<file path="src/rtl/rx_addr_filter_pkg.sv">
// Shared definitions for the RX destination-address filter: match classes,
// broadcast constant, multicast hash fold and index-width helper.
package rx_filter_pkg;

  typedef enum logic [2:0] {
    CLS_NONE       = 3'd0,
    CLS_UCAST      = 3'd1,
    CLS_BCAST      = 3'd2,
    CLS_PAUSE      = 3'd3,
    CLS_MCAST_HASH = 3'd4,
    CLS_MCAST_ALL  = 3'd5,
    CLS_PROMISC    = 3'd6
  } match_class_e;

  localparam logic [47:0] BCAST_ADDR = '1;

  // 6-bit hash: XOR of the eight 6-bit slices of the address
  function automatic logic [5:0] hash_fold(input logic [47:0] addr);
    logic [5:0] h;
    h = '0;
    for (int unsigned i = 0; i < 8; i++) begin
      h ^= addr[i*6 +: 6];
    end
    return h;
  endfunction

  function automatic int idx_width(input int n);
    return (n > 1) ? $clog2(n) : 1;
  endfunction

endpackage

</file>
<file path="src/rtl/rx_addr_filter_if.sv">
// Per-frame handshake: destination address in, one-cycle verdict out.
interface rx_addr_filter_if #(
  parameter int IDX_W = 2
);
  logic             da_valid;
  logic [47:0]      da_addr;
  logic             res_valid;
  logic             res_accept;
  logic [2:0]       res_class;
  logic [IDX_W-1:0] res_idx;

  modport master (
    output da_valid, da_addr,
    input  res_valid, res_accept, res_class, res_idx
  );

  modport slave (
    input  da_valid, da_addr,
    output res_valid, res_accept, res_class, res_idx
  );
endinterface

</file>
<file path="src/rtl/rx_addr_filter_ucast.sv">
// Unicast entry table: register array with a single write port and a
// parallel compare of every valid entry against the incoming address.
module rx_ucast_table
  import rx_filter_pkg::*;
#(
  parameter int NUM_UCAST = 4
) (
  input  logic                              rxclk,
  input  logic                              reset_n,
  input  logic                              cfg_we_i,
  input  logic [idx_width(NUM_UCAST)-1:0]   cfg_idx_i,
  input  logic [47:0]                       cfg_addr_i,
  input  logic                              cfg_ent_en_i,
  input  logic [47:0]                       da_addr_i,
  output logic [NUM_UCAST-1:0]              match_o
);

  logic [47:0]          addr_q [NUM_UCAST];
  logic [NUM_UCAST-1:0] en_q;

  always_ff @(posedge rxclk or negedge reset_n) begin
    if (!reset_n) begin
      for (int unsigned i = 0; i < NUM_UCAST; i++) begin
        addr_q[i] <= '0;
      end
      en_q <= '0;
    end else if (cfg_we_i && (int'(cfg_idx_i) < NUM_UCAST)) begin
      addr_q[cfg_idx_i] <= cfg_addr_i;
      en_q[cfg_idx_i]   <= cfg_ent_en_i;
    end
  end

  // Compares read the registered table, so a same-cycle write is not seen
  always_comb begin
    match_o = '0;
    for (int unsigned i = 0; i < NUM_UCAST; i++) begin
      match_o[i] = en_q[i] && (addr_q[i] == da_addr_i);
    end
  end

endmodule

</file>
<file path="src/rtl/rx_addr_filter.sv">
// RX destination-address filter: two-stage pipeline producing one
// accept/drop verdict and match class per frame, plus a saturating drop count.
module rx_addr_filter
  import rx_filter_pkg::*;
#(
  parameter int          NUM_UCAST  = 4,
  parameter int          CNT_W      = 32,
  parameter logic [47:0] PAUSE_ADDR = 48'h0180C2000001,
  parameter bit          PAUSE_EN   = 1'b1
) (
  input  logic                            rxclk,
  input  logic                            reset_n,
  input  logic                            cfg_we,
  input  logic [idx_width(NUM_UCAST)-1:0] cfg_idx,
  input  logic [47:0]                     cfg_addr,
  input  logic                            cfg_ent_en,
  input  logic                            cfg_promisc,
  input  logic                            cfg_bcast_en,
  input  logic                            cfg_mcast_all,
  input  logic [63:0]                     hash_table,
  input  logic                            cnt_clr,
  rx_addr_filter_if.slave                 fif,
  output logic [CNT_W-1:0]                drop_count
);

  localparam int IDX_W = idx_width(NUM_UCAST);

  logic [NUM_UCAST-1:0] match;

  rx_ucast_table #(.NUM_UCAST(NUM_UCAST)) u_table (
    .rxclk        (rxclk),
    .reset_n      (reset_n),
    .cfg_we_i     (cfg_we),
    .cfg_idx_i    (cfg_idx),
    .cfg_addr_i   (cfg_addr),
    .cfg_ent_en_i (cfg_ent_en),
    .da_addr_i    (fif.da_addr),
    .match_o      (match)
  );

  // Stage 1: match vector and class flags
  logic                 v1_q;
  logic [NUM_UCAST-1:0] match1_q;
  logic                 bcast1_q, pause1_q, hash1_q, mall1_q, prom1_q;

  always_ff @(posedge rxclk or negedge reset_n) begin
    if (!reset_n) begin
      v1_q     <= 1'b0;
      match1_q <= '0;
      bcast1_q <= 1'b0;
      pause1_q <= 1'b0;
      hash1_q  <= 1'b0;
      mall1_q  <= 1'b0;
      prom1_q  <= 1'b0;
    end else begin
      v1_q     <= fif.da_valid;
      match1_q <= match;
      bcast1_q <= cfg_bcast_en && (fif.da_addr == BCAST_ADDR);
      pause1_q <= PAUSE_EN && (fif.da_addr == PAUSE_ADDR);
      hash1_q  <= fif.da_addr[40] && hash_table[hash_fold(fif.da_addr)];
      mall1_q  <= fif.da_addr[40] && cfg_mcast_all;
      prom1_q  <= cfg_promisc;
    end
  end

  // Stage 2: priority decision
  logic [IDX_W-1:0] low_idx;
  logic             low_found;
  match_class_e     cls_d;
  logic [IDX_W-1:0] idx_d;

  always_comb begin
    low_idx   = '0;
    low_found = 1'b0;
    for (int unsigned i = 0; i < NUM_UCAST; i++) begin
      if (match1_q[i] && !low_found) begin
        low_found = 1'b1;
        low_idx   = IDX_W'(i);
      end
    end
  end

  always_comb begin
    cls_d = CLS_NONE;
    idx_d = '0;
    if (v1_q) begin
      if (bcast1_q)       cls_d = CLS_BCAST;
      else if (pause1_q)  cls_d = CLS_PAUSE;
      else if (low_found) begin
        cls_d = CLS_UCAST;
        idx_d = low_idx;
      end
      else if (hash1_q)   cls_d = CLS_MCAST_HASH;
      else if (mall1_q)   cls_d = CLS_MCAST_ALL;
      else if (prom1_q)   cls_d = CLS_PROMISC;
    end
  end

  logic             res_valid_q, res_accept_q;
  match_class_e     res_class_q;
  logic [IDX_W-1:0] res_idx_q;
  logic [CNT_W-1:0] drop_q;

  always_ff @(posedge rxclk or negedge reset_n) begin
    if (!reset_n) begin
      res_valid_q  <= 1'b0;
      res_accept_q <= 1'b0;
      res_class_q  <= CLS_NONE;
      res_idx_q    <= '0;
    end else begin
      res_valid_q  <= v1_q;
      res_accept_q <= v1_q && (cls_d != CLS_NONE);
      res_class_q  <= cls_d;
      res_idx_q    <= idx_d;
    end
  end

  always_ff @(posedge rxclk or negedge reset_n) begin
    if (!reset_n) begin
      drop_q <= '0;
    end else if (cnt_clr) begin
      drop_q <= '0;
    end else if (res_valid_q && !res_accept_q && (drop_q != '1)) begin
      drop_q <= drop_q + CNT_W'(1);
    end
  end

  assign fif.res_valid  = res_valid_q;
  assign fif.res_accept = res_accept_q;
  assign fif.res_class  = res_class_q;
  assign fif.res_idx    = res_idx_q;
  assign drop_count     = drop_q;

endmodule

</file>
<file path="src/flat_wrapper.sv">
// flat-port wrapper written by rule: the top's interface ports become plain ports
module rx_addr_filter_flat import rx_filter_pkg::*;
#(
  parameter int          NUM_UCAST  = 4,
  parameter int          CNT_W      = 32,
  parameter logic [47:0] PAUSE_ADDR = 48'h0180C2000001,
  parameter bit          PAUSE_EN   = 1'b1
)
  (rxclk, reset_n, cfg_we, cfg_idx, cfg_addr, cfg_ent_en, cfg_promisc, cfg_bcast_en, cfg_mcast_all, hash_table, cnt_clr, drop_count, fif_da_valid, fif_da_addr, fif_res_valid, fif_res_accept, fif_res_class, fif_res_idx);
  rx_addr_filter_if #(.IDX_W(2)) fif_i ();
  input  logic rxclk;
  input  logic reset_n;
  input  logic cfg_we;
  input  logic [idx_width(NUM_UCAST)-1:0] cfg_idx;
  input  logic [47:0] cfg_addr;
  input  logic cfg_ent_en;
  input  logic cfg_promisc;
  input  logic cfg_bcast_en;
  input  logic cfg_mcast_all;
  input  logic [63:0] hash_table;
  input  logic cnt_clr;
  output logic [CNT_W-1:0] drop_count;
  input wire logic [$bits(fif_i.da_valid)-1:0] fif_da_valid;
  input wire logic [$bits(fif_i.da_addr)-1:0] fif_da_addr;
  output wire logic [$bits(fif_i.res_valid)-1:0] fif_res_valid;
  output wire logic [$bits(fif_i.res_accept)-1:0] fif_res_accept;
  output wire logic [$bits(fif_i.res_class)-1:0] fif_res_class;
  output wire logic [$bits(fif_i.res_idx)-1:0] fif_res_idx;
  assign fif_i.da_valid = fif_da_valid;
  assign fif_i.da_addr = fif_da_addr;
  assign fif_res_valid = fif_i.res_valid;
  assign fif_res_accept = fif_i.res_accept;
  assign fif_res_class = fif_i.res_class;
  assign fif_res_idx = fif_i.res_idx;
  rx_addr_filter #(.NUM_UCAST(NUM_UCAST), .CNT_W(CNT_W), .PAUSE_ADDR(PAUSE_ADDR), .PAUSE_EN(PAUSE_EN)) u_core (.rxclk(rxclk), .reset_n(reset_n), .cfg_we(cfg_we), .cfg_idx(cfg_idx), .cfg_addr(cfg_addr), .cfg_ent_en(cfg_ent_en), .cfg_promisc(cfg_promisc), .cfg_bcast_en(cfg_bcast_en), .cfg_mcast_all(cfg_mcast_all), .hash_table(hash_table), .cnt_clr(cnt_clr), .fif(fif_i), .drop_count(drop_count));
endmodule
</file>
<file path="config.mk">
export PLATFORM = sky130hd
export DESIGN_NAME = rx_addr_filter_flat
export DESIGN_NICKNAME = d
export VERILOG_FILES = /design/src/rtl/rx_addr_filter_pkg.sv /design/src/rtl/rx_addr_filter_if.sv /design/src/rtl/rx_addr_filter_ucast.sv /design/src/rtl/rx_addr_filter.sv /design/src/flat_wrapper.sv
export SDC_FILE = /design/constraint.sdc
export NUM_CORES = 1
export LEC_CHECK = 0
export CORE_UTILIZATION = 55
export DETAILED_ROUTE_END_ITERATION = 8
export DONT_BUFFER_PORTS = 1
export GPL_TIMING_DRIVEN = 0
export PLACE_DENSITY_LB_ADDON = 0.25
export SLEW_MARGIN = 10
export SYNTH_ARGS = -nofsm -noshare
export SYNTH_HDL_FRONTEND = slang
export SYNTH_HIERARCHICAL = 1
export SYNTH_SLANG_ARGS = --single-unit
</file>
<file path="constraint.sdc">
create_clock -name rxclk -period 2.6 [get_ports rxclk]
set_input_delay 0.52 -clock rxclk [delete_from_list [all_inputs] [get_ports rxclk]]
set_output_delay 0.52 -clock rxclk [all_outputs]
set_load 0.03 [all_outputs]
</file>
==> out/qor.txt <==
CORE AREA = 22700 um^2
Max VDD drop = 0.000577 V
antenna violations before repair = 1
Routed wire per std cell = 26.1 um
worst-skew pair later-pin latency = 0.54 ns
share of layout cells above drive strength 1 = 0.281
Max H-tree Level = 1
clk buf depth = 3
TritonCTS Buffers = 27
critical path required time = 2.98 ns
Pwr Total = 0.0108 W
mean area per synthesized cell = 12.4 um^2
drt drc = 0
area grow syn2layout = 11.0%
Async SR Flop Fraction = 1.00
RSZ-0062 raised after global routing = true
Synthesized Nets = 1202
most used cell along the critical path = buf_6
crit path time final = 2.63 ns
Worst path slowest cell = dfrtp_2
max frequency = 380 MHz
number of global-route vias before repair = 8653
post-DP HPWL = 26.8 mm
worst path arrival time = 3.02 ns
Hold/Removal Path Class = in2async
Routed Antenna Nets = 0
first-pass GRT wire length = 53.4 mm
die width = 154 um
failing checks = negative hold slack, negative setup slack
P_leak = 5.93 nW
Power Dens Cells = 760 nW/um^2
CP Launch Type = flip-flop
Syn Inst Count = 1030
Vias per Instance = 6.17
Netlist cell types = 56
crit path kind = reg2reg
Crit. End Element = flip-flop
max-cap violations = 0
Congestion Overflow GR = 0
I/O pin count = 210
synthesized flop and latch total = 245
Setup-failing EPs final = 3
largest net degree at the start of global routing = 246
Max-slew headroom = 0.338
Final Max Tran Viols = 0
fin nets = 1246
DIE HEIGHT = 154 um
Starting Density = 0.562
total wire length = 35.9 mm
clock skew = 0.0190 ns
Post-synth top flop = dfrtp_1
clock tree root driver cell = clkbuf_16
fin util = 0.624
CP max stage delay = 0.52 ns
slew of the pin with the lowest slew margin = 0.984 ns
die area = 23800 um^2
Vias = 8479
status = complete, but fails checks
pre-CTS WS = -0.260 ns
final setup margin = -0.0321 ns
EDFF count, synth = 0
GP Congestion = 0.946
Port Buf Inserts = 0
Pre-Repair DR Iteration Count = 5
TritonCTS clock tree = done
FILL cells = 1807
crit path cell chain = nand4_4 > or4_4 > buf_6 > or3_4 > o31ai_4 > buf_6 > inv_4 > nand2_1 > xor2_1 > nor2_1
Final Hold Fails = 245
Ys Warns = 6
Tcrit/Tclk final = 1.01
cell area after synthesis = 12800 um^2
Clock Sinks = 245
DR iter-0 viols = 598
Min Hold Slack = -0.309 ns
sequential area share after synthesis = 0.481
row cnt = 55
Clk pin slew, worst setup/hold paths = 0.06 ns
critical path peak fanout = 5
GRT Util Overall = 0.305
Antenna Cells = 0
setup tns final = -0.0393 ns
## worst max-delay path, delay by kind of cell (launching register included)
kind            cells  cell delay (ns)
buf+inv             3             0.35
simple gates        5             1.13
flops               1             0.52
xor+xnor            1             0.19
compound gates      1             0.28
## layout make-up
type,instances,area (um^2),area share
flip-flops and latches,245,6140,0.434
plain buffers,28,129,0.00910
repair buffers,15,124,0.00875
multi-input cells,742,6520,0.460
clock buffers,40,785,0.0554
clock inverters,4,52.6,0.00371
well taps,285,357,0.0252
inverters,15,58.8,0.00415
## placed cells by master, fill, tap and decap left out, drive strengths merged, types with 6 or more instances in the layout
cell type,instances
a21oi,10
and3,6
buf,38
clkbuf,45
dfrtp,245
inv,17
mux2,199
mux2i,21
mux4,9
nand2,24
nand3,21
nand4,30
nor2,40
nor3,12
nor4,60
xnor2,57
xor2,198
## cells in the mapped netlist, types with 4 or more instances
cell,n,area [um^2]
a21oi_1,10,50.1
and3_1,5,31.3
and4_1,5,43.8
buf_1,9,33.8
buf_2,14,70.1
clkbuf_1,5,18.8
dfrtp_1,245,6130
inv_1,13,48.8
mux2_2,199,2240
mux2i_1,21,210
mux4_2,9,203
nand2_1,24,90.1
nand3_1,20,100
nand4_1,29,181
nor2_1,38,143
nor2b_1,5,31.3
nor3_1,12,60.1
nor4_1,57,357
o21ai_0,4,20.0
or3_1,4,25.0
xnor2_1,55,482
xor2_1,198,1730
## flip-flops by register name, summed over array words and instances (netlist names)
register and flops:
u_core/match1_q 4, u_core/drop_count 32, u_core/bcast1_q 1, u_core/fif.res_class 3, u_core/mall1_q 1, u_core/hash1_q 1, u_core/u_table/en_q 4, u_core/fif.res_valid 1
u_core/fif.res_accept 1, u_core/fif.res_idx 2, u_core/prom1_q 1, u_core/v1_q 1, u_core/pause1_q 1, u_core/u_table/addr_q 192
## worst paths after layout
kind | start | to | slack (ns) | cells past startpoint
setup / recovery | u_core/drop_count[6] | u_core/drop_count[20] | -0.03 | 10
hold / removal | reset_n | u_core/u_table/addr_q[96] | -0.31 | 0
setup reg to reg | u_core/drop_count[6] | u_core/drop_count[20] | -0.03 | 10
hold reg to reg | u_core/bcast1_q | u_core/fif.res_class[0] | 0.45 | 1
max in group asynchronous | reset_n | u_core/u_table/addr_q[125] | 2.23 | 0
min in group rxclk | fif_da_valid | u_core/v1_q | 0.02 | 0
## stage by stage
stage	std cells	area (um^2)	hold WS, ns
floorplan	1030	12800	0.224
global placement	1315	13100	0.245
detailed placement	1315	13100	0.243
CTS	1367	14000	-0.319
global route	1374	14200	-0.310
finish	1374	14200	-0.309
## report_power, final
part | switching, W | leakage, nW | internal [W] | total (W)
clock network | 0.00149 | 0.411 | 0.00216 | 0.00366
logic | 0.00107 | 2.54 | 0.00118 | 0.00224
registers | 0.000440 | 2.98 | 0.00442 | 0.00486
total | 0.00300 | 5.93 | 0.00776 | 0.0108
## per-layer routing
metal / track usage / up-vias / part of all wire
li1: - / 3750 / -
met1: 0.395 / 4348 / 0.40
met2: 0.494 / 322 / 0.47
met3: 0.0799 / 59 / 0.087
met4: 0.115 / 0 / 0.039
met5: 0.00828 / - / 0
## cell families after synthesis
family          Yosys count  synth area share
xor+xnor                255             0.176
mux                     229             0.208
flops                   245             0.481
fa+ha+maj                 1          0.000981
buf+inv                  43            0.0140
compound gates           34            0.0193
simple gates            223             0.101
## repair_timing
item	in CTS	in global routing
endpoints found under the setup margin	21	18
endpoints found under the hold margin	245	245
pin swaps	4	6
buffers inserted	8	7
gates resized for setup	5	16
Power figures use the tool's default switching activity.
